$ cat src/rtl/csr_regfile_pkg.sv
// rtl/csr_regfile_pkg.sv - CSR numbers, exception codes, field positions and write masks
package csr_regfile_pkg;

    localparam logic [13:0] CSR_CRMD   = 14'h000;
    localparam logic [13:0] CSR_PRMD   = 14'h001;
    localparam logic [13:0] CSR_ECFG   = 14'h004;
    localparam logic [13:0] CSR_ESTAT  = 14'h005;
    localparam logic [13:0] CSR_ERA    = 14'h006;
    localparam logic [13:0] CSR_BADV   = 14'h007;
    localparam logic [13:0] CSR_EENTRY = 14'h00C;
    localparam logic [13:0] CSR_SAVE0  = 14'h030;
    localparam logic [13:0] CSR_SAVE1  = 14'h031;
    localparam logic [13:0] CSR_SAVE2  = 14'h032;
    localparam logic [13:0] CSR_SAVE3  = 14'h033;
    localparam logic [13:0] CSR_TID    = 14'h040;
    localparam logic [13:0] CSR_TCFG   = 14'h041;
    localparam logic [13:0] CSR_TVAL   = 14'h042;
    localparam logic [13:0] CSR_TICLR  = 14'h044;

    localparam logic [5:0] ECODE_PIL  = 6'h01;
    localparam logic [5:0] ECODE_PIS  = 6'h02;
    localparam logic [5:0] ECODE_PIF  = 6'h03;
    localparam logic [5:0] ECODE_PME  = 6'h04;
    localparam logic [5:0] ECODE_PPI  = 6'h07;
    localparam logic [5:0] ECODE_ADE  = 6'h08;
    localparam logic [5:0] ECODE_ALE  = 6'h09;
    localparam logic [5:0] ECODE_TLBR = 6'h3F;

    localparam int CRMD_IE       = 2;
    localparam int ESTAT_IS_TI   = 11;
    localparam int TCFG_EN       = 0;
    localparam int TCFG_PERIODIC = 1;

    localparam logic [8:0]  CRMD_RESET   = 9'h008;
    localparam logic [31:0] CRMD_WMASK   = 32'h0000_01FF;
    localparam logic [31:0] PRMD_WMASK   = 32'h0000_0007;
    localparam logic [31:0] ECFG_WMASK   = 32'h0000_1BFF;
    localparam logic [31:0] ESTAT_WMASK  = 32'h0000_0003;
    localparam logic [31:0] EENTRY_WMASK = 32'hFFFF_FFC0;

    // Bit-masked merge restricted to the writable fields of the target register
    function automatic logic [31:0] masked_write(input logic [31:0] old, input logic [31:0] wmask,
                                                 input logic [31:0] wvalue, input logic [31:0] fmask);
        return (old & ~(wmask & fmask)) | (wvalue & wmask & fmask);
    endfunction

    // Address-related exceptions that record a bad virtual address
    function automatic logic badv_ecode(input logic [5:0] ecode);
        return (ecode == ECODE_ADE) || (ecode == ECODE_ALE) || (ecode == ECODE_TLBR) ||
               (ecode == ECODE_PIL) || (ecode == ECODE_PIS) || (ecode == ECODE_PIF) ||
               (ecode == ECODE_PME) || (ecode == ECODE_PPI);
    endfunction

endpackage

$ cat src/rtl/csr_timer.sv
// rtl/csr_timer.sv - TCFG/TVAL stable timer with one-shot and periodic modes
module csr_timer
    import csr_regfile_pkg::*;
#(
    parameter int TIMER_W = 32
) (
    input  logic               clk,
    input  logic               resetn,
    input  logic               tcfg_we,
    input  logic [TIMER_W-1:0] tcfg_wdata,
    output logic [TIMER_W-1:0] tcfg,
    output logic [TIMER_W-1:0] tval,
    output logic               timer_set
);

    // Internal enable: TCFG.En stays as written, but a one-shot expiry stops counting
    logic               running;
    logic [TIMER_W-1:0] reload;

    assign reload    = {tcfg[TIMER_W-1:2], 2'b00};
    assign timer_set = running && (tval == '0);

    // Load on TCFG write, otherwise count down, reload or park at all-ones on expiry
    always_ff @(posedge clk) begin
        if (!resetn) begin
            tcfg    <= '0;
            tval    <= '0;
            running <= 1'b0;
        end else if (tcfg_we) begin
            tcfg    <= tcfg_wdata;
            running <= tcfg_wdata[TCFG_EN];
            if (tcfg_wdata[TCFG_EN]) begin
                tval <= {tcfg_wdata[TIMER_W-1:2], 2'b00};
            end
        end else if (timer_set) begin
            if (tcfg[TCFG_PERIODIC]) begin
                tval <= reload;
            end else begin
                tval    <= '1;
                running <= 1'b0;
            end
        end else if (running) begin
            tval <= tval - TIMER_W'(1);
        end
    end

endmodule

$ cat src/rtl/csr_regfile.sv
// rtl/csr_regfile.sv - architectural CSR file with exception/ERTN side effects and interrupts
module csr_regfile
    import csr_regfile_pkg::*;
#(
    parameter int TIMER_W   = 32,
    parameter int CSR_NUM_W = 14
) (
    input  logic                 clk,
    input  logic                 resetn,
    input  logic                 csr_re,
    input  logic [CSR_NUM_W-1:0] csr_num,
    output logic [31:0]          csr_rvalue,
    input  logic                 csr_we,
    input  logic [31:0]          csr_wmask,
    input  logic [31:0]          csr_wvalue,
    input  logic                 wb_ex,
    input  logic                 ertn_flush,
    input  logic [31:0]          wb_pc,
    input  logic [5:0]           wb_ecode,
    input  logic [8:0]           wb_esubcode,
    input  logic [31:0]          wb_vaddr,
    input  logic                 current_exc_fetch,
    input  logic [7:0]           hw_int_in,
    input  logic                 ipi_int_in,
    input  logic [31:0]          coreid_in,
    output logic                 has_int,
    output logic [31:0]          ex_entry,
    output logic [31:0]          ertn_entry
);

    logic [8:0]         crmd;
    logic [2:0]         prmd;
    logic [12:0]        ecfg_lie;
    logic [12:0]        estat_is;
    logic [5:0]         estat_ecode;
    logic [8:0]         estat_esubcode;
    logic [31:0]        era;
    logic [31:0]        badv;
    logic [25:0]        eentry;
    logic [31:0]        save [4];
    logic [31:0]        tid;
    logic [TIMER_W-1:0] tcfg;
    logic [TIMER_W-1:0] tval;
    logic               timer_set;

    logic               wr_en;
    logic               ticlr_clr;
    logic [31:0]        field_mask;
    logic [31:0]        wr_data;
    logic               unused_inputs;

    // The read path is always live, so the read qualifier carries no information here
    assign unused_inputs = csr_re;

    // Exception and ERTN commits take the writeback slot; a coincident CSR write is dropped
    assign wr_en     = csr_we & ~wb_ex & ~ertn_flush;
    assign ticlr_clr = wr_en && (csr_num == CSR_TICLR) && csr_wvalue[0] && csr_wmask[0];
    assign wr_data   = masked_write(csr_rvalue, csr_wmask, csr_wvalue, field_mask);

    assign has_int    = crmd[CRMD_IE] & (|(estat_is & ecfg_lie));
    assign ex_entry   = {eentry, 6'b0};
    assign ertn_entry = era;

    csr_timer #(.TIMER_W(TIMER_W)) u_timer (
        .clk        (clk),
        .resetn     (resetn),
        .tcfg_we    (wr_en && (csr_num == CSR_TCFG)),
        .tcfg_wdata (wr_data[TIMER_W-1:0]),
        .tcfg       (tcfg),
        .tval       (tval),
        .timer_set  (timer_set)
    );

    // Combinational read mux; unmapped addresses and TICLR read as zero
    always_comb begin
        csr_rvalue = 32'h0;
        case (csr_num)
            CSR_CRMD:   csr_rvalue = {23'b0, crmd};
            CSR_PRMD:   csr_rvalue = {29'b0, prmd};
            CSR_ECFG:   csr_rvalue = {19'b0, ecfg_lie};
            CSR_ESTAT:  csr_rvalue = {1'b0, estat_esubcode, estat_ecode, 3'b0, estat_is};
            CSR_ERA:    csr_rvalue = era;
            CSR_BADV:   csr_rvalue = badv;
            CSR_EENTRY: csr_rvalue = {eentry, 6'b0};
            CSR_SAVE0:  csr_rvalue = save[0];
            CSR_SAVE1:  csr_rvalue = save[1];
            CSR_SAVE2:  csr_rvalue = save[2];
            CSR_SAVE3:  csr_rvalue = save[3];
            CSR_TID:    csr_rvalue = tid;
            CSR_TCFG:   csr_rvalue = 32'(tcfg);
            CSR_TVAL:   csr_rvalue = 32'(tval);
            default:    csr_rvalue = 32'h0;
        endcase
    end

    // Writable-field mask of the addressed register; read-only fields keep their value
    always_comb begin
        field_mask = 32'h0;
        case (csr_num)
            CSR_CRMD:   field_mask = CRMD_WMASK;
            CSR_PRMD:   field_mask = PRMD_WMASK;
            CSR_ECFG:   field_mask = ECFG_WMASK;
            CSR_ESTAT:  field_mask = ESTAT_WMASK;
            CSR_ERA:    field_mask = 32'hFFFF_FFFF;
            CSR_EENTRY: field_mask = EENTRY_WMASK;
            CSR_SAVE0, CSR_SAVE1, CSR_SAVE2, CSR_SAVE3,
            CSR_TID, CSR_TCFG:
                        field_mask = 32'hFFFF_FFFF;
            default:    field_mask = 32'h0;
        endcase
    end

    // Register state: interrupt sampling every cycle, then exception > ERTN > CSR write
    always_ff @(posedge clk) begin
        if (!resetn) begin
            crmd           <= CRMD_RESET;
            prmd           <= '0;
            ecfg_lie       <= '0;
            estat_is       <= '0;
            estat_ecode    <= '0;
            estat_esubcode <= '0;
            era            <= '0;
            badv           <= '0;
            eentry         <= '0;
            for (int i = 0; i < 4; i++) begin
                save[i] <= '0;
            end
            tid            <= coreid_in;
        end else begin
            estat_is[9:2] <= hw_int_in;
            estat_is[12]  <= ipi_int_in;
            if (timer_set) begin
                estat_is[ESTAT_IS_TI] <= 1'b1;
            end else if (ticlr_clr) begin
                estat_is[ESTAT_IS_TI] <= 1'b0;
            end

            if (wb_ex) begin
                prmd           <= crmd[2:0];
                crmd[2:0]      <= 3'b000;
                era            <= wb_pc;
                estat_ecode    <= wb_ecode;
                estat_esubcode <= wb_esubcode;
                if (badv_ecode(wb_ecode)) begin
                    badv <= current_exc_fetch ? wb_pc : wb_vaddr;
                end
            end else if (ertn_flush) begin
                crmd[2:0] <= prmd;
            end else if (csr_we) begin
                case (csr_num)
                    CSR_CRMD:   crmd          <= wr_data[8:0];
                    CSR_PRMD:   prmd          <= wr_data[2:0];
                    CSR_ECFG:   ecfg_lie      <= wr_data[12:0];
                    CSR_ESTAT:  estat_is[1:0] <= wr_data[1:0];
                    CSR_ERA:    era           <= wr_data;
                    CSR_EENTRY: eentry        <= wr_data[31:6];
                    CSR_SAVE0:  save[0]       <= wr_data;
                    CSR_SAVE1:  save[1]       <= wr_data;
                    CSR_SAVE2:  save[2]       <= wr_data;
                    CSR_SAVE3:  save[3]       <= wr_data;
                    CSR_TID:    tid           <= wr_data;
                    default:    ;
                endcase
            end
        end
    end

endmodule
$ cat config.mk
export PLATFORM = sky130hd
export DESIGN_NAME = csr_regfile
export DESIGN_NICKNAME = d
export VERILOG_FILES = /design/src/rtl/csr_regfile_pkg.sv /design/src/rtl/csr_timer.sv /design/src/rtl/csr_regfile.sv
export SDC_FILE = /design/constraint.sdc
export NUM_CORES = 1
export LEC_CHECK = 0
export ABC_CLOCK_PERIOD_IN_PS = 5900
export CAP_MARGIN = 20
export CORE_UTILIZATION = 50
export DETAILED_ROUTE_END_ITERATION = 16
export DONT_BUFFER_PORTS = 1
export PLACE_DENSITY = 0.62
export SLEW_MARGIN = 20
export SYNTH_ARGS = -nofsm -noshare
export SYNTH_HDL_FRONTEND = slang
export SYNTH_SLANG_ARGS = --single-unit
export TNS_END_PERCENT = 5
$ cat constraint.sdc
create_clock -name clk -period 5.9 [get_ports clk]
set_clock_uncertainty 0.1 [all_clocks]
set_input_delay 0.295 -clock clk [delete_from_list [all_inputs] [get_ports clk]]
set_output_delay 0.295 -clock clk [all_outputs]
set_load 0.005 [all_outputs]
==> Word level (Yosys, flattened, before mapping) <==
Memories as Yosys holds them, arrays and structs flattened.
Index checks and enable logic that the tools add are counted.
{ "word_totals": {"ram_bits": 128, "register_bits": 239, "mem_count": 1, "inputBits": 205} }
{ "op_classes": {"eq_ne": 29, "n_mux": 58, "addsub": 1, "reduce_logical": 36, "bitwise_logic": 17} }
{ "mem_list": {"columns": ["memory", "words", "width", "read_ports", "rd_ports_with_merged_regs", "wr", "line", "text"], "rows": [
  ["save", 4, 32, 4, 0, 4, "csr_regfile.sv:40", "logic [31:0] save [4];"]
]} }
{ "ops": {"columns": ["cell", "count"], "rows": [
  ["$mux 32", 19],
  ["$pmux 32 s14", 1],
  ["$pmux 32 s6", 1],
  ["$and 32x32->32", 4],
  ["$eq 14x3->1 const B", 4],
  ["$eq 14x6->1 const B", 4],
  ["$eq 14x7->1 const B", 4],
  ["$logic_not 32->1", 1],
  ["$not 32->32", 1],
  ["$or 32x32->32", 1],
  ["$sub 32x1->32 const B", 1],
  ["$mux 1", 30],
  ["$mux 3", 7],
  ["$reduce_and 4->1", 5],
  ["$eq 14x1->1 const B", 1],
  ["$eq 14x4->1 const B", 1],
  ["$logic_not 14->1", 1],
  ["$reduce_bool 2->1", 7],
  ["$and 13x13->13", 1],
  ["$reduce_or 13->1", 1],
  ["$eq 6x2->1 const B", 2],
  ["$eq 6x3->1 const B", 2],
  ["$eq 6x4->1 const B", 2],
  ["$ne 2x2->1 const B", 4],
  ["13 further kinds", 36]
]} }

==> Depth between registers and ports, before layout <==
{ "depth": {"depth_word": 12, "ltp_mapped": 11} }

==> Hierarchy <==
A second synthesis with hierarchy kept.
{ "hier_totals": {"cells_unflattened": 2189, "hier_area_um2": 20340.8} }
{ "by_module_without_submodules": {"columns": ["mod", "area_each_um2", "n_inst", "cells_each", "seq_area_each_um2"], "rows": [
  ["csr_regfile", 16537.1, 1, 1733, 7647.3],
  ["csr_timer", 3803.6, 1, 456, 1301.2]
]} }

==> Worst setup path before layout <==
No wires, ideal clock.
{ "synth_timing": {"path_type": "input-to-reg", "from": "in csr_num[9]", "to": "mem save[0][0] (enable)", "setup_slack_ns": 2.474, "n_path_buf": 4, "arrival_ns": 2.937, "path_stages": 8, "path_cell_list": "or4_1 buf_2 nor2_1 buf_2 buf_1 nand4_1 clkbuf_1 nand2_1"} }
{ "synth_lines": {"columns": ["item", "line", "text"], "rows": [
  ["start: declaration", "csr_regfile.sv:11", "input logic [CSR_NUM_W-1:0] csr_num,"],
  ["end: declaration", "csr_regfile.sv:40", null]
]} }

==> Worst setup path after layout <==
{ "layout_timing": {"from": "in csr_num[9]", "to": "reg u_timer.tval[9]"} }
{ "layout_between": {"elab_chain_len": 9, "elab_cells_between_ends": 28} }
{ "layout_lines": {"columns": ["item", "line", "text"], "rows": [
  ["$eq 14x7->1 (tied with other cells)", "csr_regfile.sv:67, csr_regfile.sv:77, csr_regfile.sv:99", null],
  ["$reduce_or 7->1 (no line)", null, null],
  ["$pmux 32 s6", "csr_regfile.sv:99", "case (csr_num)"],
  ["$and 32x32->32", "csr_regfile_pkg.sv:44", "return (old & ~(wmask & fmask)) | (wvalue & wmask & fmask);"],
  ["$not 32->32", "csr_regfile_pkg.sv:44", null],
  ["$and 32x32->32", "csr_regfile_pkg.sv:44", null],
  ["$or 32x32->32", "csr_regfile_pkg.sv:44", null],
  ["$ne 2x2->1 (no line) or $mux 32 (tied branches)", null, null],
  ["$reduce_and 2->1 (no line) or $mux 32 (tied branches)", null, null],
  ["end signal: assignment", "csr_timer.sv:33", "tval <= {tcfg_wdata[TIMER_W-1:2], 2'b00};"],
  ["end signal: assignment", "csr_timer.sv:37", "tval <= reload;"],
  ["end signal: assignment", "csr_timer.sv:43", "tval <= tval - TIMER_W'(1);"],
  ["end: declaration", "csr_timer.sv:12", "output logic [TIMER_W-1:0] tval,"]
]} }
Parallel ways exist; a longest one is shown, timed or not. The select of a mux whose other input is x is not followed.
A chain may end at the register's enable or synchronous reset.

==> out/qor.csv <==
stage,metric,value,unit
timing,finalSetupTns,0,ps
worst_setup_path,path_max_fanout,32,
placement,placed_area,20400,um^2
grt,antenna_found_initial,4,
synthesis,yosysUniqueCellTypes,100,
status,status,"finished, final reports clean",
synthesis,synthCells,2146,
worst_setup_path,worstPathArrival,4150,ps
hold_path,min_to,save[3][18],
cts,cts_setup_buffers,0,
grt,grt_pass1_wl,134,mm
power_and_ir_drop,p_int,4.62,mW
placement,dpl.hpwl,62.1,mm
power_and_ir_drop,pwr-share-seq,45.9,%
grt,grt_pass1_vias,19300,
floorplan,die_x,202,um
finish,drive_gt1_share,9.79,%
floorplan,start_util,51.2,%
worst_setup_path,startpoint_type,input pin,
finish,seq_area,8950,um^2
worst_setup_path,r2r_slack,2280,ps
synthesis,ys.flop_type,dfxtp_1,
grt,overflow,0,
cts,clkLatencyLatePin,590,ps
timing,worst_pin_slew,1180,ps
timing,final.period_utilization,65.0,%
power_and_ir_drop,ir_drop,199,uV
grt,grt_usage,45.0,%
worst_setup_path,required,6210,ps
synthesis,yosysSeqAreaShare,44.8,%
finish,fill_cells,3316,
floorplan,rows,72,
finish,most-common-layout-cells,"nor2_1, dfxtp_1, dlygate4sd3_1",
cts,htreeDepth,2,
cts,clk_pin_slew_worst_paths,60,ps
cts,cts_buffers,42,
worst_setup_path,regToRegEndpoint,u_timer.tval[27],
synthesis,synth.avg_cell_area,9.31,um^2
timing,timing.final.crit_period,3830,ps
detailed_routing,dr.pass1.iters,7,
detailed_routing,ant_nets,0,
hold_path,worstHoldStart,resetn,
synthesis,ys_async_sr_fraction,0,%
finish,final_common_cell,nor2_1,
detailed_routing,drc,0,
finish,multi_input_area,10200,um^2
power_and_ir_drop,pwr_density_cell,254,nW/um^2
floorplan,num_io_pins,302,
timing,hold_viol,0,
worst_setup_path,end_kind,flip-flop,
worst_setup_path,slowest_delay,900,ps
placement,finalWeightedCongestion,1.02,
cts,clock_sinks,367,
timing,fmax,0.261,GHz
timing,slew_viol_final,0,
power_and_ir_drop,combPwrFrac,7.6,%
timing,setup-violations-final,0,
detailed_routing,vias,20700,
worst_setup_path,reg2reg_depth,6,
hold_path,worstHoldPathType,input pin to flip-flop,
placement,port_buffers,0,
cts,cts_root_buf,clkbuf_16,
placement,pre_cts_slack,1600,ps
worst_setup_path,critPathKind,input pin to flip-flop,
synthesis,syn_area,20000,um^2
floorplan,core,39000,um^2
floorplan,fp.dieH,202,um
timing,rsz0062_at_grt,no,
finish,finalNetCount,2463,
power_and_ir_drop,finalPower,6.05,mW
synthesis,synth_edf_count,160,
job,maxCapViolCount,0,
cts,cts_resized,0,
finish,area_growth,19.2,%
power_and_ir_drop,p_clk_share,46.5,%
worst_setup_path,r2r-start,u_timer.tval[2],
power_and_ir_drop,swShare,23.6,%
cts,cts_hold_buf,193,
worst_setup_path,crit_path_cell_trace,or4_1 > nor3_4 > nand3_4 > a311oi_4 > buf_4 > or2_1 > o221ai_1,
hold_path,hold_depth,2,
timing,setup_slack,2070,ps
detailed_routing,viasPerCell,7.35,
finish,final_area,23800,um^2
detailed_routing,drt_wl_total,93.9,mm
detailed_routing,routedWlPerCell,33.4,um
synthesis,ys_ff_latch,367,
power_and_ir_drop,power.leakage,8.37,nW
grt,grt_start_max_net_pins,103,
cts,clockBufferDepth,3,
cts,cts_tree,done,
power_and_ir_drop,switchingPower,1.43,mW
synthesis,yosysWarnings,0,
timing,max_slew_margin,19.8,%
worst_setup_path,cp_slowest_cell,or2_1,
detailed_routing,drt_iter0_markers,3240,
floorplan,die_area,40800,um^2
[area by class of cell]
cell class              instances  share of cell area [%]
diodes                          5                  0.0526
clock buffers                  68                    5.78
clock inverters                 8                   0.394
inverters                      41                   0.657
multi-input cells            1555                    42.7
flip-flops and latches        367                    37.6
well taps                     518                    2.72
repair buffers                250                    10.1
[per-stage QoR]
step | hold WS, ps | std cells | util (%)
final | 10.4 | 2812 | 61.0
after global routing | 21.2 | 2811 | 61.0
after CTS | 0.0542 | 2807 | 61.0
after detailed placement | 328 | 2538 | 52.2
after global placement | 328 | 2538 | 52.2
after floorplan | 321 | 2151 | -
[cell families (layout without fill, tap and decap cells)]
logic type,Yosys count,count (layout),synth area share (%)
AND/OR/NAND/NOR,752,752,19.9
XOR/XNOR,20,20,0.877
multiplexers,108,108,5.86
adder cells (fa/ha/maj),1,1,0.0626
other,1,11,0.0188
AO/OA/AOI/OAI,668,668,23.4
buffers and inverters,229,367,5.08
flip-flops,367,367,44.8
[routing by layer]
metal | GRT usage [%] | wire length, um | vias to the layer above
li1 | - | - | 8420
met4 | 27.8 | 6950 | 0
met2 | 68.3 | 40500 | 1743
met1 | 57.2 | 33800 | 10100
met5 | 0 | 0 | -
met3 | 11.6 | 12700 | 413
[registers in the layout (all words and copies together), names as in the netlist, 13 cells and up]
signal,cells
badv,32
ecfg_lie,13
eentry,26
ertn_entry,32
save,128
tid,32
u_timer.tcfg,32
u_timer.tval,32
[cells in the mapped netlist (all sizes together), types with 7 or more instances]
cell | n | area share (%)
a2111oi | 9 | 0.39
a211oi | 53 | 2.0
a21oi | 106 | 2.7
a221oi | 13 | 0.57
a22o | 36 | 1.6
a22oi | 76 | 2.9
a31o | 7 | 0.31
a31oi | 45 | 1.4
a32oi | 9 | 0.39
and2 | 33 | 1.0
and3 | 35 | 1.1
buf | 78 | 2.2
clkbuf | 110 | 2.1
dfxtp | 207 | 21
edfxtp | 160 | 24
inv | 41 | 0.77
mux2 | 21 | 1.2
mux2i | 82 | 4.1
nand2 | 157 | 3.0
nand2b | 12 | 0.38
nand3 | 68 | 1.8
nand3b | 37 | 1.4
nand4 | 13 | 0.41
nand4b | 10 | 0.44
nor2 | 213 | 4.0
nor2b | 7 | 0.22
nor3 | 48 | 1.4
nor4 | 28 | 1.1
o211ai | 54 | 2.1
o21a | 14 | 0.53
o21ai | 102 | 2.6
o22ai | 24 | 0.78
o2bb2ai | 11 | 0.48
o311ai | 9 | 0.39
o31ai | 39 | 1.6
or2 | 22 | 0.69
or3 | 17 | 0.56
or4 | 14 | 0.53
xor2 | 14 | 0.61
[how the worst max path moves through the flow]
stage	depth (start not counted)	slack, ps	endpoint	start
2_1_floorplan	8	2470	save[0][0]	csr_num[9]
3_3_place_gp	7	1620	u_timer.tval[26]	csr_num[9]
3_5_place_dp	7	1600	u_timer.tval[26]	csr_num[9]
4_1_cts	7	2170	u_timer.tval[26]	csr_num[9]
5_1_grt	7	1950	u_timer.tval[6]	csr_num[9]
6_report	7	2070	u_timer.tval[9]	csr_num[9]
[power groups by stage]
stage               Sequential [mW]  Clock, mW  Combinational (mW)
detailed placement             2.83          0               0.294
finish                         2.78       2.81               0.457
global route                   2.78       2.89               0.472
CTS                            2.77       2.78               0.432
floorplan                      2.81          0               0.253
global placement               2.83          0               0.290
[worst max-delay path, delay by kind of cell]
| kind | cells | cell delay (ps) |
|---|---|---|
| buffers and inverters | 1 | 430 |
| AOI/OAI and AO/OA | 2 | 600 |
| and+or+nand+nor | 4 | 2790 |
Note: power is estimated with default switching activity, not from simulation.
